### config.mk
export PLATFORM = sky130hd
export DESIGN_NAME = dmem_sram_controller
export DESIGN_NICKNAME = d
export VERILOG_FILES = /design/src/rtl/dmem_sram_controller.sv
export SDC_FILE = /design/constraint.sdc
export NUM_CORES = 1
export LEC_CHECK = 0
export BUFFER_PORTS_ARGS = -buffer_cell sky130_fd_sc_hd__buf_4
export CORE_MARGIN = 4
export CORE_UTILIZATION = 47
export DETAILED_ROUTE_END_ITERATION = 12
export GPL_TIMING_DRIVEN = 0
export PLACE_DENSITY_LB_ADDON = 0.12
export SYNTH_ARGS = -nofsm -noshare
export SYNTH_HDL_FRONTEND = slang
export SYNTH_SLANG_ARGS = --single-unit
export TNS_END_PERCENT = 50
### constraint.sdc
create_clock -name clk -period 3.48 [get_ports clk]
set_input_delay 0.87 -clock clk [delete_from_list [all_inputs] [get_ports clk]]
set_output_delay 0.87 -clock clk [all_outputs]
set_load 0.05 [all_outputs]
### src/rtl/dmem_sram_controller.sv
// Memory-stage load/store responder driving a fixed-latency word SRAM.
// Optional misalignment trap enabled by defining DMEM_ALIGN_CHECK_EN.
module dmem_sram_controller #(
  parameter int DATA_W      = 32,
  parameter int SRAM_AW     = 16,
  parameter int BASE_ADDR   = 1024,
  parameter int WAIT_CYCLES = 5
) (
  input  logic               clk,
  input  logic               rst,
  input  logic               mem_read_in,
  input  logic               mem_write_in,
  input  logic [31:0]        addr_in,
  input  logic [DATA_W-1:0]  wdata_in,
  output logic [DATA_W-1:0]  rdata_out,
  output logic               ready_out,
  output logic               align_err_out,
  output logic [SRAM_AW-1:0] sram_addr_out,
  output logic [DATA_W-1:0]  sram_wdata_out,
  output logic               sram_we_out,
  output logic               sram_re_out,
  input  logic [DATA_W-1:0]  sram_rdata_in
);

  typedef enum logic [1:0] {
    IDLE,
    ACCESS,
    DONE
  } state_t;

  localparam logic [3:0]  WAIT_CNT = 4'(WAIT_CYCLES);
  localparam logic [31:0] BASE_W   = 32'(BASE_ADDR);

  state_t              state_q, state_d;
  logic [3:0]          count_q, count_d;
  logic [DATA_W-1:0]   rdata_q, rdata_d;
  logic [SRAM_AW-1:0]  addr_q, addr_d;
  logic [DATA_W-1:0]   wdata_q, wdata_d;
  logic                we_q, we_d;
  logic                re_q, re_d;
  logic                req;
  logic                start;
  logic [SRAM_AW-1:0]  word;

  assign req  = mem_read_in | mem_write_in;
  // Offset wraps modulo 2^32 below the base; truncation gives the word index.
  assign word = SRAM_AW'((addr_in - BASE_W) >> 2);

`ifdef DMEM_ALIGN_CHECK_EN
  logic misalign;
  logic align_err_q, align_err_d;

  assign misalign      = addr_in[1:0] != 2'b00;
  assign align_err_out = align_err_q;
`else
  assign align_err_out = 1'b0;
`endif

  always_comb begin
    state_d = state_q;
    count_d = count_q;
    rdata_d = rdata_q;
    addr_d  = addr_q;
    wdata_d = wdata_q;
    we_d    = we_q;
    re_d    = re_q;
    start   = 1'b0;
`ifdef DMEM_ALIGN_CHECK_EN
    align_err_d = 1'b0;
`endif
    unique case (state_q)
      IDLE: begin
        if (req) begin
`ifdef DMEM_ALIGN_CHECK_EN
          if (misalign) begin
            state_d     = DONE;
            align_err_d = 1'b1;
            if (!mem_write_in) rdata_d = '0;
          end else begin
            start = 1'b1;
          end
`else
          start = 1'b1;
`endif
        end
        if (start) begin
          addr_d  = word;
          wdata_d = wdata_in;
          we_d    = mem_write_in;
          re_d    = !mem_write_in;
          count_d = 4'd1;
          state_d = ACCESS;
        end
      end
      ACCESS: begin
        if (count_q < WAIT_CNT) begin
          count_d = count_q + 4'd1;
        end else begin
          if (re_q) rdata_d = sram_rdata_in;
          we_d    = 1'b0;
          re_d    = 1'b0;
          state_d = DONE;
        end
      end
      DONE: begin
        state_d = IDLE;
      end
      default: begin
        state_d = IDLE;
      end
    endcase
  end

  always_ff @(posedge clk) begin
    if (rst) begin
      state_q <= IDLE;
      count_q <= '0;
      rdata_q <= '0;
      addr_q  <= '0;
      wdata_q <= '0;
      we_q    <= 1'b0;
      re_q    <= 1'b0;
`ifdef DMEM_ALIGN_CHECK_EN
      align_err_q <= 1'b0;
`endif
    end else begin
      state_q <= state_d;
      count_q <= count_d;
      rdata_q <= rdata_d;
      addr_q  <= addr_d;
      wdata_q <= wdata_d;
      we_q    <= we_d;
      re_q    <= re_d;
`ifdef DMEM_ALIGN_CHECK_EN
      align_err_q <= align_err_d;
`endif
    end
  end

  assign ready_out = !(state_q == IDLE && req)
                  && state_q != ACCESS;

  assign rdata_out      = rdata_q;
  assign sram_addr_out  = addr_q;
  assign sram_wdata_out = wdata_q;
  assign sram_we_out    = we_q;
  assign sram_re_out    = re_q;

endmodule

==> results summary, run 1 <==
The flow ran to the end, and the final reports show no timing, DRC or antenna violations. The number of nets in the finished design came out at 679. Synthesis instantiated 34 different standard cells from the library. The die is 91.1 µm wide. The clock arrives with 0.0120 ns of skew.

The total stage count of the critical path is 6. The clock-pin transition on the worst setup and hold timing paths came out at 0.09 ns. After floorplanning, the core was sized to cover 6760 µm².

Buffers inserted during clock tree synthesis total 9. The max-slew headroom at the worst pin is 63.6%. The number of flops mapped to enable cells by yosys came out at 0. The worst setup margin is 0.783 ns. The mapped cell area is 3250 µm². The critical path goes through buf_4, o21a_1, buf_2, buf_2, nor2_1, buf_4. At the pin with the least slew margin, the transition time is 0.547 ns. Dividing the detail-routed via count by the number of cells gives 4.89. The achievable clock frequency came out at 0.371 GHz. The cell sitting at the root of the clock tree is a sky130_fd_sc_hd__clkbuf_8. Of all nets on the critical path, the largest fanout is 10. Counting the fill cells in the layout gives 575. The worst setup path is launched from an input port. The global placement routability congestion is 0.748. Summed over all layers, the global routing overflow is 0. The post-layout instance area is 4790 µm².

In the post-synthesis netlist, the cell with the most instances is sky130_fd_sc_hd__nand2_1. In the routed design, unresolved DRC markers number 0. The critical path arrival is between 1.5 and 2 ns.

After detailed routing, the average wire length per cell comes to between 10 and 15 µm. During placement, the flow inserted port buffers numbering 165. The most used flip-flop cell after synthesis is sky130_fd_sc_hd__dfxtp_1.

The placed instances occupy a cell area of 4580 µm². Sorting the synthesized cells by how often they occur yields sky130_fd_sc_hd__nand2_1 (148), sky130_fd_sc_hd__dfxtp_1 (88), sky130_fd_sc_hd__a21oi_1 (74). The slowest library cell on the worst path is sky130_fd_sc_hd__buf_4.

The worst hold path class is register to register. By area the synthesized netlist is led by sky130_fd_sc_hd__dfxtp_1 (54%), sky130_fd_sc_hd__nand2_1 (17%), sky130_fd_sc_hd__a21oi_1 (11%). The max-capacitance violation count came out at 0. The number of routed nets with antenna violations is 0. The warning count from the yosys run came out at 0. The via count of the first global-routing pass came to 3,124. The proportion of layout cells with a drive suffix above 1 came out at 34.8%. Post-CTS repair changed the size of 0 cells. Setup violations remaining at the end of the flow were counted as 0. The buffer and inverter count on the worst path came out at 4. The power per unit of standard cell area is 474 nW/µm².

The worst supply voltage drop on vdd came out at 0.321 mV. The part of the cycle the worst path needs is 77.5%. The setup TNS came out at 0 ns. Sequential elements use 54.3% of the synthesized area. The depth of the worst register-to-register path is 7. The wire-length estimate of the detail-placed layout is 6.74 mm. The overall fraction of global-route tracks in use came out at 21.0%.

The number of nets in the synthesized netlist is 503. The fraction of the core area covered by cells at the end of the flow is between 70% and 80%. The cell depth of the worst min-delay path is 2. For this run, the slowest stage of the critical path takes 0.21 ns. The H-tree was split into 3 levels. The cts-stage hold buffer count came out at 0. After synthesis the netlist holds a flip-flop and latch count of 88. The worst setup path is of the input port to primary output kind. The pre-CTS worst setup slack came out at approximately 0.79 ns. TritonCTS built the clock tree. The later pin in the worst-skew pair is clocked with a latency of 0.34 ns. For this design the static power due to leakage is 2.14 nW. The via total after detailed routing is 3,232.

The kind of cell adding the most delay to the critical path is buffers and inverters. The number of max-slew violations in the final report is 0. The clock passes through at most 2 buffers.

The worst hold-check slack came out at about 0.46 ns. The largest net degree at the start of global routing is 15. The height of the die is approximately 91 µm. The die area came out at 8300 µm². Setup repair after global routing left no endpoint under its margin. The number of antenna violations at the first check in global routing came out at 0. Relative to the synthesized area, the layout overhead comes to 47.6%. The number of antenna diodes in the final layout is 0. The smallest clock period supported by the final layout is computed as 2.70 ns. The effective utilization at floorplan is 48.0%. The routed design has 8.71 mm of wire.

The worst setup path is captured at a primary output. The instance count of the mapped netlist came out at 400. The final hold violation count is 0. The number of core rows came out at 30. The area share of the largest cell type after synthesis is 54.3%. The number of search-and-repair iterations in the first detailed-routing pass is 4. The share of flip-flops with an asynchronous set or reset after synthesis is 0%. The biggest area consumer among synthesized cells is sky130_fd_sc_hd__dfxtp_1. For this block, the initial DRC count from the detailed router was approximately 110.

The first-pass GRT wire length came out at 14.3 mm. In this run the count of I/O pins placed on the die edge is 184. The post-synthesis area per instance came out at ~8.1 µm². The count of clock tree sinks is 88.

The number of buffers inserted to repair setup after CTS came out at 0. The data required time of the critical path came out at 2.61 ns.
kinds of logic (layout without fill, tap and decap cells):
logic type / after synthesis / after routing / synth area share, %
simple gates: 178 / 178 / 22.2
xor+xnor: 6 / 6 / 1.62
other cells: 1 / 1 / 0.116
fa+ha+maj: 3 / 3 / 1.16
buf+inv: 33 / 214 / 4.90
compound gates: 91 / 91 / 15.8
flops: 88 / 88 / 54.3
final cells by class:
class | instances | area (µm²) | share of cell area, %
well taps | 80 | 100 | 2.09
flip-flops and latches | 88 | 1760 | 36.8
multi-input cells | 279 | 1330 | 27.7
inverters | 5 | 18.8 | 0.392
clock inverters | 4 | 52.6 | 1.10
clock buffers | 12 | 155 | 3.24
repair buffers | 165 | 1240 | 25.8
plain buffers | 28 | 140 | 2.92
flip-flops by register name, indices dropped and copies added (netlist names):
signal          flops
sram_addr_out      16
state_q             2
sram_we_out         1
rdata_out          32
sram_wdata_out     32
sram_re_out         1
count_q             4
per-layer routing:
metal	vias up	share of wire (%)	track usage [%]
met2	111	49	36.2
met4	0	1.7	7.66
met3	14	8.7	6.46
met5	-	0	0
met1	1453	41	24.3
li1	1654	-	-
stage by stage:
step                      power (W)  instances
final                       0.00227        661
after floorplan             0.00139        400
after detailed placement    0.00158        645
after global routing        0.00237        661
after global placement      0.00157        645
after CTS                   0.00229        661
final timing paths:
kind	endpoint	from	slack (ns)
hold / removal	rdata_out[10]	rdata_out[10]	0.46
hold reg to reg	rdata_out[10]	rdata_out[10]	0.46
setup / recovery	ready_out	mem_read_in	0.78
setup reg to reg	rdata_out[5]	count_q[0]	1.87
tightest hold or removal path, delay by kind of cell (launching register included):
| kind | cells | cell delay (ns) |
|---|---|---|
| compound gates | 1 | 0.05 |
| simple gates | 1 | 0.05 |
| flops | 1 | 0.32 |
power breakdown:
group	total [W]	internal [W]	leakage (nW)	switching, W
combinational	0.000473	0.000172	1.33	0.000302
sequential	0.00108	0.00106	0.720	0.0000259
clock	0.000717	0.000371	0.0948	0.000345
total	0.00227	0.00160	2.14	0.000673
cell usage in the layout, fill, tap and decap left out, drive strengths merged, types with 3 or more instances in the layout:
| cell type | count |
|---|---|
| nand2b | 3 |
| nor3 | 3 |
| dfxtp | 88 |
| nand2 | 148 |
| a211oi | 7 |
| a21oi | 74 |
| inv | 5 |
| nor2 | 17 |
| buf | 180 |
| clkbuf | 25 |
| xor2 | 3 |
| xnor2 | 3 |
| clkinvlp | 3 |
| ha | 3 |
Power figures use the tool's default switching activity.
==> run 2, diff against run 1 <==
- CORE_UTILIZATION: 47 -> 44
- clock period: 3.48 -> 2.81 ns (I/O delays scaled with it)
==> run 2 against run 1 <==
  * Total power grew 20%
  * Sequential share of layout area is essentially flat
  * Flip-flop and latch count is the same
  * Die area grew 6.2%
  * Clock skew shrank 0.0044 ns
  * Via count shrank 2.1%
  * Final cell count grew 2.9%
  * Sequential power grew 24%
  * First-iteration DRC count shrank 3.6%
  * Final area is essentially flat
  * Utilization shrank 4.5 points
  * Routed wire length shrank 1.8%
==> results summary, run 2 (synthesis results as in run 1) <==
The number of routed nets with antenna violations came out at 0 (unchanged). The number of ports placed on the die boundary is 184 (unchanged). The overall routed net length is 8.56 mm (-1.8%). The source of the worst register-to-register timing path is count_q[0]. The cell-internal power is 0.00187 W (+17%).

The final worst clock skew is 0.00764 ns (-0.00436 ns). The number of nets in the finished design is 679 (unchanged). The run finished with clean final reports. The worst hold path startpoint is rdata_out[23]. The via count of the first global-routing pass was 2,967 (-5.0%). The critical path's most frequent cell is sky130_fd_sc_hd__buf_2. The worst setup path is launched from a register. The number of core rows is 31 (+3.3%). The final hold violation count came out at 0 (unchanged).

TritonCTS built the clock tree. The die area is 8810 µm² (+6.2%). The effective utilization at floorplan came out at 45.0% (-3.0 points). The number of vias per cell after detailed routing came out at 4.65 (-4.9%).

The count of clock tree sinks was 88 (unchanged). The final setup violation count is 0 (unchanged). The placeable core region came out at 7210 µm² (+6.8%). The max-capacitance violation count is 0 (unchanged). The count of unresolved DRC violations after routing is 0 (unchanged).

The clock-pin transition on the worst setup and hold timing paths is 0.08 ns (about the same). The minimum period implied by the final worst setup slack came out at 2.39 ns. The critical path arrival is 1.68 ns (-0.15 ns).

The cell depth of the worst min-delay path came out at 2 (unchanged). The global placement routability congestion is 0.745 (-0.45%). The total power after layout is 0.00272 W (+20%). The post-CTS resize count is 0 (unchanged). The switching part of the total power is 31.1% (+1.5 points). Leaving out fill and tap cells, the most frequent cell in the layout is sky130_fd_sc_hd__buf_4. The largest stage delay on the critical path came out at 0.33 ns (+0.12 ns). The worst hold path class is register to register. The reg-to-reg critical path endpoint is rdata_out[19]. The depth of the worst register-to-register path is 7 (unchanged). The setup TNS is 0 ns (unchanged). The height of the die came out at 93.9 µm (+3.1%). The mean routed wirelength per cell came out at 12.6 µm (-4.5%).

The worst setup margin came out at 0.423 ns (-0.360 ns). The share of total power in combinational logic is 21.5% (+0.7 points). The worst hold-check slack is 0.457 ns (+0.000687 ns). The overall overflow remaining after global route is 0 (unchanged). The tree is rooted in a sky130_fd_sc_hd__clkbuf_8.

The number of antenna violations at the first check in global routing is 0 (unchanged). The number of search-and-repair iterations in the first detailed-routing pass is 4 (unchanged). The endpoint of the worst hold-timing path is rdata_out[23]. The maximum root-to-sink buffer count came out at 2 (unchanged).

The signed area change from the synthesized netlist to the final layout came out at 47.6% (about the same). The port buffer count was 165 (unchanged). The sequential share of power came out at 49.3% (+1.7 points). The worst supply voltage drop on vdd is 0.289 mV (-9.8%).

The top cell types in the final layout, fill and taps aside, are sky130_fd_sc_hd__buf_4 (169), sky130_fd_sc_hd__nand2_1 (148), sky130_fd_sc_hd__dfxtp_1 (88), sky130_fd_sc_hd__a21oi_1 (74), sky130_fd_sc_hd__nor2_1 (16). The critical path goes through nor2_2, o21a_1, buf_2, buf_2, nor2_1, buf_4. The worst setup path is captured at a primary output.

The slowest stage of the critical path belongs to the cell sky130_fd_sc_hd__dfxtp_1. The overall fraction of global-route tracks in use came to 18.8% (-2.2 points). The largest net degree at the start of global routing is 16 (+1).

The net switching power is 0.000845 W (+26%). The reported leakage power is 2.13 nW (-0.41%). The number of design-rule violations left by the first detailed-router iteration was 108 (-3.6%). The pre-CTS worst setup slack is 0.441 ns (-0.347 ns). The first-pass GRT wire length is 13.2 mm (-8.1%). The number of buffers added by the clock tree synthesis step came out at 9 (unchanged). The proportion of layout cells with a drive suffix above 1 is 34.8% (unchanged). The number of max-slew violations in the final report came out at 0 (unchanged). The worst setup path is of the register to primary output kind. The via total after detailed routing is 3,163 (-2.1%).

The cts-stage hold buffer count came out at 0 (unchanged). The level count of the clock H-tree came out at 3 (unchanged). The worst-skew pair later-pin latency is 0.35 ns (about the same).

The biggest fanout along the worst timing path is 10 (unchanged). The width of the die is 93.9 µm (+3.1%). The flop-to-flop setup slack came to 1.16 ns (-0.71 ns). The part of the cycle the worst path needs is 85.0%. The HPWL after detailed placement came out at 6.72 mm (-0.24%). The number of fillers in the final layout came to 666 (+16%).

The power per unit of standard cell area came out at 567 nW/µm² (+20%). The number of buffers inserted to repair setup after CTS is 0 (unchanged). The data required time of the critical path is 2.11 ns (-0.50 ns).

The part of the power in the clock network came to 29.2% (-2.4 points). Setup repair after global routing left no endpoint under its margin. Static timing analysis puts the maximum clock frequency at 0.419 GHz.

The diode insertion count for antenna repair is 0 (unchanged).
-- run 2: cell count changes in the layout (fill, tap and decap cells not counted), sizes merged --
cell,change
clkinv,+2
clkinvlp,-1
bufinv,-1
inv,+1
clkbuf,-1
-- run 2: layout make-up --
class                      instances  area (µm²)  area share, %
sequential                        88        1760           36.8
multi-input combinational        279        1330           27.7
timing repair buffer             165        1240           25.9
clock buffer                      11         141           2.95
buffer                            28         140           2.93
tap                               99         124           2.59
clock inverter                     5        41.3          0.862
inverter                           5        18.8          0.392
-- run 2: how the worst max path moves through the flow --
| stage | start | endpoint |
|---|---|---|
| after floorplan | mem_read_in | ready_out |
| after global placement | mem_read_in | ready_out |
| after detailed placement | mem_read_in | ready_out |
| after CTS | state_q[1] | ready_out |
| after global routing | state_q[1] | ready_out |
| final | state_q[1] | ready_out |
-- run 2: critical path: cells and delay by family, from the launching register on --
family	cells	cell delay (ns)
buffers and inverters	3	0.60
flip-flops	1	0.33
AND/OR/NAND/NOR	2	0.26
AO/OA/AOI/OAI	1	0.14
-- run 2: metrics by stage --
step	cell area, µm²	instances	util [%]
6_report	4790	680	66.4
5_1_grt	4790	680	66.4
4_1_cts	4790	680	66.4
3_5_place_dp	4610	664	63.9
3_3_place_gp	4610	664	63.9
2_1_floorplan	3250	400	-
-- run 2: power groups by stage --
stage          Clock, W  Combinational [W]  Sequential (W)
6_report       0.000792           0.000585         0.00134
5_1_grt        0.000875           0.000626         0.00135
4_1_cts        0.000819           0.000590         0.00134
3_5_place_dp          0           0.000590         0.00137
3_3_place_gp          0           0.000583         0.00137
2_1_floorplan         0           0.000164         0.00156
-- run 2: per-layer routing --
layer,part of all wire [%],GRT usage [%]
met1,42,22.4
met2,48,32.0
met3,8.5,6.01
met4,1.4,5.90
met5,0,0
